[src/rtl/fpu_cw_pkg.sv]
// Shared definitions for the FPU control-word access path: command encodings,
// sequencer state type and the reserved-bit handling constants.
package fpu_cw_pkg;

    localparam logic [1:0] CW_OP_FLDCW = 2'd0;
    localparam logic [1:0] CW_OP_FSTCW = 2'd1;
    localparam logic [1:0] CW_OP_FINIT = 2'd2;
    localparam logic [1:0] CW_OP_RSVD  = 2'd3;

    // All exceptions masked, 64-bit precision, round-to-nearest.
    localparam logic [15:0] CW_RESET_DEFAULT = 16'h037F;

    // Reserved control-word bits: bit 6 reads as one, bits 15:13 read as zero.
    localparam logic [15:0] CW_RESERVED_MASK = 16'hE040;
    localparam logic [15:0] CW_RSV_SET       = 16'h0040;
    localparam logic [15:0] CW_RSV_CLR       = 16'hE000;

    typedef enum logic [1:0] {
        ST_IDLE    = 2'd0,
        ST_XFER_LO = 2'd1,
        ST_XFER_HI = 2'd2,
        ST_COMMIT  = 2'd3
    } cw_state_t;

endpackage

[src/rtl/fpu_cw_access_sequencer.sv]
// Sequences FLDCW/FSTCW/FINIT against the control-word register over the 8-bit bus.
// Optional CW_RESERVED_FORCE_EN: FLDCW forces reserved bits before the register write.
module fpu_cw_access_sequencer
    import fpu_cw_pkg::*;
#(
    parameter logic [15:0] RESET_CW       = CW_RESET_DEFAULT,
    parameter int          TIMEOUT_CYCLES = 16
) (
    input  logic        clk,
    input  logic        reset,
    input  logic        cmd_valid,
    input  logic [1:0]  cmd_op,
    output logic        cmd_ready,
    output logic        done,
    output logic        err,
    output logic        mem_req,
    output logic        mem_wr,
    output logic        mem_byte_sel,
    output logic [7:0]  mem_wdata,
    input  logic [7:0]  mem_rdata,
    input  logic        mem_ack,
    input  logic [15:0] cw_current,
    output logic [15:0] cw_write_data,
    output logic        cw_write_enable
);

    localparam int              TW       = $clog2(TIMEOUT_CYCLES + 1);
    localparam logic [TW-1:0]   TMO_LAST = TW'(TIMEOUT_CYCLES - 1);

    cw_state_t     state;
    logic [1:0]    cur_op;
    logic [7:0]    byte_latch;
    logic [TW-1:0] tmo_cnt;

    function automatic logic [15:0] fix_loaded(input logic [15:0] w);
`ifdef CW_RESERVED_FORCE_EN
        return (w | CW_RSV_SET) & ~CW_RSV_CLR;
`else
        return w;
`endif
    endfunction

    always_ff @(posedge clk or posedge reset) begin
        if (reset) begin
            state           <= ST_IDLE;
            cur_op          <= CW_OP_FLDCW;
            cmd_ready       <= 1'b1;
            done            <= 1'b0;
            err             <= 1'b0;
            mem_req         <= 1'b0;
            mem_wr          <= 1'b0;
            mem_byte_sel    <= 1'b0;
            mem_wdata       <= 8'h00;
            cw_write_data   <= 16'h0000;
            cw_write_enable <= 1'b0;
            byte_latch      <= 8'h00;
            tmo_cnt         <= '0;
        end else begin
            done            <= 1'b0;
            err             <= 1'b0;
            cw_write_enable <= 1'b0;

            case (state)
                ST_IDLE: begin
                    if (cmd_valid) begin
                        cur_op <= cmd_op;
                        case (cmd_op)
                            CW_OP_FLDCW: begin
                                state        <= ST_XFER_LO;
                                cmd_ready    <= 1'b0;
                                mem_req      <= 1'b1;
                                mem_wr       <= 1'b0;
                                mem_byte_sel <= 1'b0;
                                tmo_cnt      <= '0;
                            end
                            CW_OP_FSTCW: begin
                                // Both halves are captured now so later register
                                // writes cannot leak into the stored word.
                                state        <= ST_XFER_LO;
                                cmd_ready    <= 1'b0;
                                mem_req      <= 1'b1;
                                mem_wr       <= 1'b1;
                                mem_byte_sel <= 1'b0;
                                mem_wdata    <= cw_current[7:0];
                                byte_latch   <= cw_current[15:8];
                                tmo_cnt      <= '0;
                            end
                            CW_OP_FINIT: begin
                                state           <= ST_COMMIT;
                                cmd_ready       <= 1'b0;
                                cw_write_data   <= RESET_CW;
                                cw_write_enable <= 1'b1;
                                done            <= 1'b1;
                            end
                            default: begin
                                done <= 1'b1;
                            end
                        endcase
                    end
                end

                ST_XFER_LO: begin
                    if (mem_ack) begin
                        mem_req <= 1'b0;
                        state   <= ST_XFER_HI;
                        if (cur_op == CW_OP_FLDCW)
                            byte_latch <= mem_rdata;
                    end else if (tmo_cnt == TMO_LAST) begin
                        state        <= ST_IDLE;
                        cmd_ready    <= 1'b1;
                        mem_req      <= 1'b0;
                        mem_wr       <= 1'b0;
                        mem_byte_sel <= 1'b0;
                        byte_latch   <= 8'h00;
                        done         <= 1'b1;
                        err          <= 1'b1;
                    end else begin
                        tmo_cnt <= tmo_cnt + TW'(1);
                    end
                end

                ST_XFER_HI: begin
                    // First cycle here is the mandatory idle gap between the bytes.
                    if (!mem_req) begin
                        mem_req      <= 1'b1;
                        mem_byte_sel <= 1'b1;
                        tmo_cnt      <= '0;
                        if (cur_op == CW_OP_FSTCW)
                            mem_wdata <= byte_latch;
                    end else if (mem_ack) begin
                        mem_req      <= 1'b0;
                        mem_wr       <= 1'b0;
                        mem_byte_sel <= 1'b0;
                        if (cur_op == CW_OP_FLDCW) begin
                            state           <= ST_COMMIT;
                            cw_write_data   <= fix_loaded({mem_rdata, byte_latch});
                            cw_write_enable <= 1'b1;
                            done            <= 1'b1;
                        end else begin
                            state     <= ST_IDLE;
                            cmd_ready <= 1'b1;
                            done      <= 1'b1;
                        end
                    end else if (tmo_cnt == TMO_LAST) begin
                        state        <= ST_IDLE;
                        cmd_ready    <= 1'b1;
                        mem_req      <= 1'b0;
                        mem_wr       <= 1'b0;
                        mem_byte_sel <= 1'b0;
                        byte_latch   <= 8'h00;
                        done         <= 1'b1;
                        err          <= 1'b1;
                    end else begin
                        tmo_cnt <= tmo_cnt + TW'(1);
                    end
                end

                ST_COMMIT: begin
                    state     <= ST_IDLE;
                    cmd_ready <= 1'b1;
                end

                default: begin
                    state     <= ST_IDLE;
                    cmd_ready <= 1'b1;
                    mem_req   <= 1'b0;
                end
            endcase
        end
    end

endmodule
[config.mk]
export PLATFORM = sky130hd
export DESIGN_NAME = fpu_cw_access_sequencer
export DESIGN_NICKNAME = d
export VERILOG_FILES = /design/src/rtl/fpu_cw_pkg.sv /design/src/rtl/fpu_cw_access_sequencer.sv
export SDC_FILE = /design/constraint.sdc
export NUM_CORES = 1
export LEC_CHECK = 0
export ABC_CLOCK_PERIOD_IN_PS = 3970
export BUFFER_PORTS_ARGS = -buffer_cell sky130_fd_sc_hd__buf_2
export CORE_UTILIZATION = 55
export CTS_BUF_LIST = sky130_fd_sc_hd__clkbuf_16
export DETAILED_ROUTE_END_ITERATION = 8
export HOLD_SLACK_MARGIN = 0.08
export PLACE_DENSITY_LB_ADDON = 0.05
export SYNTH_ARGS = -nofsm -noshare
export SYNTH_HDL_FRONTEND = slang
export SYNTH_SLANG_ARGS = --single-unit
[constraint.sdc]
create_clock -name clk -period 3.97 [get_ports clk]
set_clock_uncertainty 0.2 [all_clocks]
set_input_delay 0.1985 -clock clk [delete_from_list [all_inputs] [get_ports clk]]
set_output_delay 0.1985 -clock clk [all_outputs]
set_load 0.02 [all_outputs]
# Word level (Yosys, flattened, before mapping)
# Index checks and enable logic that the tools add are counted.
dict set report word_totals {
  reg_bits 48
}
dict set report classes {
  addsub 1
  n_eq_ne 24
  muxes 78
  reduce_logical 17
}
# cell count
set ops {}
lappend ops {{two-way mux 8 bit} 11}
lappend ops {{two-way mux 16 bit} 5}
lappend ops {{two-way mux 1 bit} 37}
lappend ops {{one-hot mux 16 bit (2 select lines)} 1}
lappend ops {{two-way mux 5 bit} 5}
lappend ops {{one-hot mux 8 bit (3 select lines)} 1}
lappend ops {{!= test 2 bit, second input constant} 10}
lappend ops {{one-hot mux 8 bit (2 select lines)} 1}
lappend ops {{one-hot mux 5 bit (3 select lines)} 1}
lappend ops {{AND reduction 5 bit} 3}
lappend ops {{two-way mux 2 bit} 6}
lappend ops {{one-hot mux 1 bit (3 select lines)} 4}
lappend ops {{AND reduction 6 bit} 2}
lappend ops {{!= test 3 bit, second input constant} 3}
lappend ops {{one-hot mux 2 bit (4 select lines)} 1}
lappend ops {{AND reduction 4 bit} 2}
lappend ops {{== test 2 x 1 -> 1 bit, second input constant} 3}
lappend ops {{== test 2 bit, second input constant} 3}
lappend ops {{logical NOT 2 bit} 3}
lappend ops {{one-hot mux 1 bit (2 select lines)} 3}
lappend ops {{AND reduction 3 bit} 2}
lappend ops {{adder 5 x 1 -> 5 bit, second input constant} 1}
lappend ops {{== test 5 x 4 -> 1 bit, second input constant} 1}
lappend ops {{!= test 2 x 1 -> 1 bit, second input constant} 2}
lappend ops {{9 further kinds} 9}

# Longest topological paths before layout
dict set report depth {
  depth_word 5
  mapped_depth 8
  depth_no_buf 6
}

# Worst setup path before layout
# Ideal clock, no wire load.
dict set report synth_path {
  path_type {register to register}
  from {reg state[0]}
  to {reg state[0]}
  arrival_time_ns 1.577
  slack_ns 2.072
  stages_incl_launch_ff 8
  period_less_slack_ns 1.898
  cell_sequence {dfrtp_1 -> inv_1 -> ha_1 -> buf_2 -> nor2b_1 -> a211oi_4 -> o21ai_0 -> a22o_1}
}
dict set report synth_between {
  elab_chain_cells 4
  word_cells_on_any_way 13
  cone_classes {eq/ne (6); mux (5); reduce/logical (2)}
}
# item line
set synth_rtl {}
lappend synth_rtl {{start, declared} fpu_cw_access_sequencer.sv:30} ;# cw_state_t state;
lappend synth_rtl {{start signal, assigned} fpu_cw_access_sequencer.sv:45} ;# state <= ST_IDLE;
lappend synth_rtl {{start signal, assigned} fpu_cw_access_sequencer.sv:69} ;# state <= ST_XFER_LO;
lappend synth_rtl {{start signal, assigned} fpu_cw_access_sequencer.sv:79} ;# state <= ST_XFER_LO;
lappend synth_rtl {{two-way mux 2 bit (3 in a row)} --}
lappend synth_rtl {{one-hot mux 2 bit (4 select lines)} fpu_cw_access_sequencer.sv:63} ;# case (state)
# Several ways; a longest one is shown, not always the timed one. The select of a mux whose other input is x is not followed.
# A chain may end at the register's enable or synchronous reset.

# Worst setup path in the final report
dict set report layout_path {
  from {reg state[0]}
  to {reg cw_write_data[5]}
}
dict set report layout_between {
  elab_chain_cells 3
  word_cells_on_any_way 10
  cone_classes {eq/ne (6); mux (1); reduce/logical (3)}
}
# item line
set layout_rtl {}
lappend layout_rtl {{== test 2 bit / logical NOT 2 bit (equally long branches)} fpu_cw_access_sequencer.sv:63}
lappend layout_rtl {{!= test 2 bit (no line), or another cell as far along} --}
lappend layout_rtl {{AND reduction 6 bit (no line)} --}
lappend layout_rtl {{end signal, assigned} fpu_cw_access_sequencer.sv:136} ;# cw_write_data <= fix_loaded({mem_rdata, byte_latch});
lappend layout_rtl {{end, declared} fpu_cw_access_sequencer.sv:23} ;# output logic [15:0] cw_write_data,
# Several ways; a longest one is shown, not always the timed one.

==> metrics.md <==
| Metric | Value |
|---|---|
| Area leader, netlist | `dfrtp_1` |
| Peak supply drop | `0.416 mV` |
| Fin crit share | `0.664` |
| Final Hold Viols | `0` |
| Filler cell count | `340` |
| Register area share after synthesis | `0.472` |
| Row cnt | `24` |
| Vias/cell | `5.63` |
| CP delay by family, top | `adder cells` |
| Area grow syn2layout | `27.1%` |
| MaxCap Viol Count | `0` |
| Core ar. | `4410 um^2` |
| Mapped Area | `2550 um^2` |
| Worst hold endpoint | `cw_write_enable` |
| Lkg Pwr | `1.45 nW` |
| Nets | `352` |
| Mapped Nets | `275` |
| Reg2reg end | `cw_write_data[5]` |
| Die area | `4910 um^2` |
| Total power per unit cell area | `804 nW/um^2` |
| # clock sinks | `48` |
| Reg2reg start | `state[0]` |
| RSZ-0062 raised after global routing | `no` |
| Syn Area/Cell | `10.6 um^2` |
| CP cell instances | `inv_1, ha_1, buf_4, o21ai_4, o211ai_4, mux2_2` |
| DIE WIDTH | `70.1 um` |
| Vias | `2082` |
| Status | `finished, final reports clean` |
| Tot GR Track Use | `0.251` |
| WP data required | `3.93 ns` |
| Clock root buffer | `clkbuf_16` |
| Sw power | `1.10 mW` |
| Top cell type's share of synthesized area | `0.461` |
| Max FO, Critical Path | `22` |
| Flop pwr share | `0.305` |
| Postcts setup bufs | `0` |
| Finished Layout Cells | `370` |
| Post-synth EDFFs | `0` |
| Worst Hold Depth | `3` |
| Pins Over Slew Limit | `0` |
| CTS Buf Count | `5` |
| Vert. Die Dim | `70.1 um` |
| Placed inst area | `2860 um^2` |
| Tightest Pin Transition | `0.989 ns` |
| Overall power | `2.61 mW` |
| Largest net degree at the start of global routing | `49` |
| CP Class | `flip-flop to flip-flop` |
| Clock tree buffer depth | `2` |
| Critical-path cell with the highest stage delay | `ha_1` |
| WHS | `0.0885 ns` |
| Setup TNS | `0 ns` |
| Logic pwr share | `0.514` |
| Clock latency reported for the late side of the worst-skew pair | `0.28 ns` |
| Grt total ovfl | `0` |
| Synth Flop Type | `dfrtp_1` |
| Diodes inserted | `0` |
| Crit path buf inv count | `2` |
| Reg2reg setup slack | `1.33 ns` |
| Initial antenna violation count | `0` |
| Synth cell types | `51` |
| Clock Power Share | `0.182` |
| Remaining DRCs | `0` |
| Iter 0 DRT Violations | `111` |
| Placement Setup Slack | `1.35 ns` |
| Final setup viols | `0` |
| Worst Setup End Kind | `flip-flop` |
| GPL Wtd Cong | `0.904` |
| DRT antenna net count | `0` |
| WL/cell | `15.9 um` |
| CTS HTree Levels | `2` |
| R2R depth | `6` |
| Hold path start | `cmd_valid` |
| Final WS setup | `1.33 ns` |
| CTS tree | `done` |
| HP Class | `input port to flip-flop` |
| Post-synth ARST share | `1.00` |
| Initial core utilization | `0.578` |
| Vias in the first global route | `1987` |
| Number of synthesized register bits | `48` |
| Layout cell share with drive strength beyond 1 | `0.299` |
| Routed wire length | `5890 um` |
| Port Buf Inserts | `60` |
| Placed cells | `341` |
| First-pass GRT wire length | `9540 um` |
| Crit path DAT | `2.60 ns` |
| Final instance area | `3240 um^2` |
| Shortest period the worst path allows | `2.64 ns` |
| Slowest stage delay, CP | `0.63 ns` |
| Final core utilization | `0.734` |
| CTS clk-pin slew, worst paths | `0.06 ns` |
| IO Pins | `61` |
| Fmax | `0.379 GHz` |
| Max-slew headroom | `0.339` |
| Critical Path Start Type | `flip-flop` |
| Internal | `1.50 mW` |
| Sw Share | `0.424` |
| Syn. warnings | `0` |
| DPL Wire Length | `3940 um` |
| Number of iterations in the first detailed-routing pass | `4` |
| Largest cells by area after synthesis | `dfrtp_1, mux2i_1, mux2_2, nor2b_1, a21oi_1` |
| Synthesized instance count | `240` |
-- power groups by stage --
| stage | clock (mW) | sequential [mW] | combinational, mW |
|---|---|---|---|
| 2_1_floorplan | 0 | 0.924 | 0.876 |
| 3_3_place_gp | 0 | 0.796 | 1.29 |
| 3_5_place_dp | 0 | 0.795 | 1.30 |
| 4_1_cts | 0.480 | 0.791 | 1.33 |
| 5_1_grt | 0.503 | 0.817 | 1.44 |
| 6_report | 0.474 | 0.794 | 1.34 |
-- cell usage in the layout, fill, tap and decap left out, types with 2 or more instances in the layout --
cell type,synthesis,final
o31ai_1,2,2
dlygate4sd3_1,0,21
nand2_1,16,16
nand3_1,2,2
ha_1,5,5
a31oi_1,10,10
inv_1,13,12
a22o_1,2,2
and2_1,4,4
nand3b_1,2,2
mux2_4,4,4
nand2b_1,12,12
o21ai_0,8,8
clkbuf_16,0,5
nor3_1,2,2
nor2b_1,13,13
a31o_2,3,3
o211ai_1,3,3
buf_2,6,60
nor2_1,10,10
mux2i_1,13,13
a21oi_1,15,15
o2bb2ai_1,8,8
mux2_2,8,8
dfrtp_1,47,47
-- synthesized netlist by cell type (2+ instances only) --
| master | n |
|---|---|
| a21oi_1 | 15 |
| nand2_1 | 16 |
| buf_2 | 6 |
| o21ai_0 | 8 |
| dfrtp_1 | 47 |
| nand3_1 | 2 |
| mux2i_1 | 13 |
| nand2b_1 | 12 |
| and2_1 | 4 |
| nor2b_1 | 13 |
| nand3b_1 | 2 |
| nor3_1 | 2 |
| a31oi_1 | 10 |
| inv_1 | 13 |
| clkbuf_1 | 5 |
| ha_1 | 5 |
| a31o_2 | 3 |
| mux2_4 | 4 |
| nor2_1 | 10 |
| o211ai_1 | 3 |
| a22o_1 | 2 |
| mux2_2 | 8 |
| o31ai_1 | 2 |
| o2bb2ai_1 | 8 |
-- kinds of logic (layout without fill, tap and decap cells) --
family                   after synthesis  after routing  share of synthesized area
AND/OR/NAND/NOR                       70             70                      0.154
AO/OA/AOI/OAI                         67             67                      0.198
flip-flops                            48             48                      0.472
multiplexers                          25             25                      0.110
buffers and inverters                 25            103                     0.0427
adder cells (fa/ha/maj)                5              5                     0.0245
-- worst max-delay path by stage --
| stage | from | end | slack (ns) | cells after the start |
|---|---|---|---|---|
| final | state[0] | cw_write_data[5] | 1.33 | 6 |
| after floorplan | state[0] | state[0] | 2.07 | 7 |
| after global routing | state[0] | cw_write_data[5] | 1.17 | 6 |
| after CTS | state[0] | cw_write_data[5] | 1.34 | 6 |
| after global placement | state[0] | cw_write_data[7] | 1.42 | 6 |
| after detailed placement | state[0] | cw_write_data[5] | 1.35 | 6 |
-- worst min-delay path: stages --
cell and delay (ns):
buf_2 0.13, nand2_1 0.10, o32ai_1 0.09
-- repair_timing --
item | 4_1_cts | 5_1_grt
resized for setup | 0 | 0
hold buffers | 21 | 0
endpoints found under the hold margin | 75 | 0
setup endpoints to repair | 0 | 0
-- sequential cells by signal, summed over array words and instances, names as in the netlist --
| name | cells |
|---|---|
| tmo_cnt | 5 |
| mem_wr | 1 |
| state | 2 |
| byte_latch | 8 |
| done | 1 |
| mem_byte_sel | 1 |
| cw_write_enable | 1 |
| cmd_ready | 1 |
| mem_wdata | 8 |
| err | 1 |
| cur_op | 2 |
| mem_req | 1 |
| cw_write_data | 16 |
-- area by class of cell --
cell class	count	area (um^2)	area share
clock inverter	3	42.5	0.0131
sequential	48	1200	0.371
clock buffer	5	125	0.0386
multi-input combinational	167	1240	0.382
tap	52	65.1	0.0201
timing repair buffer	82	518	0.160
inverter	13	48.8	0.0151
-- per-layer routing --
metal,wire length (um),part of all wire,track usage
met4,45,0.0076,0.0844
met1,2820,0.48,0.369
met5,0,0,0
met3,303,0.051,0.0462
met2,2720,0.46,0.373
No activity file was read; power rests on OpenSTA's default activity.
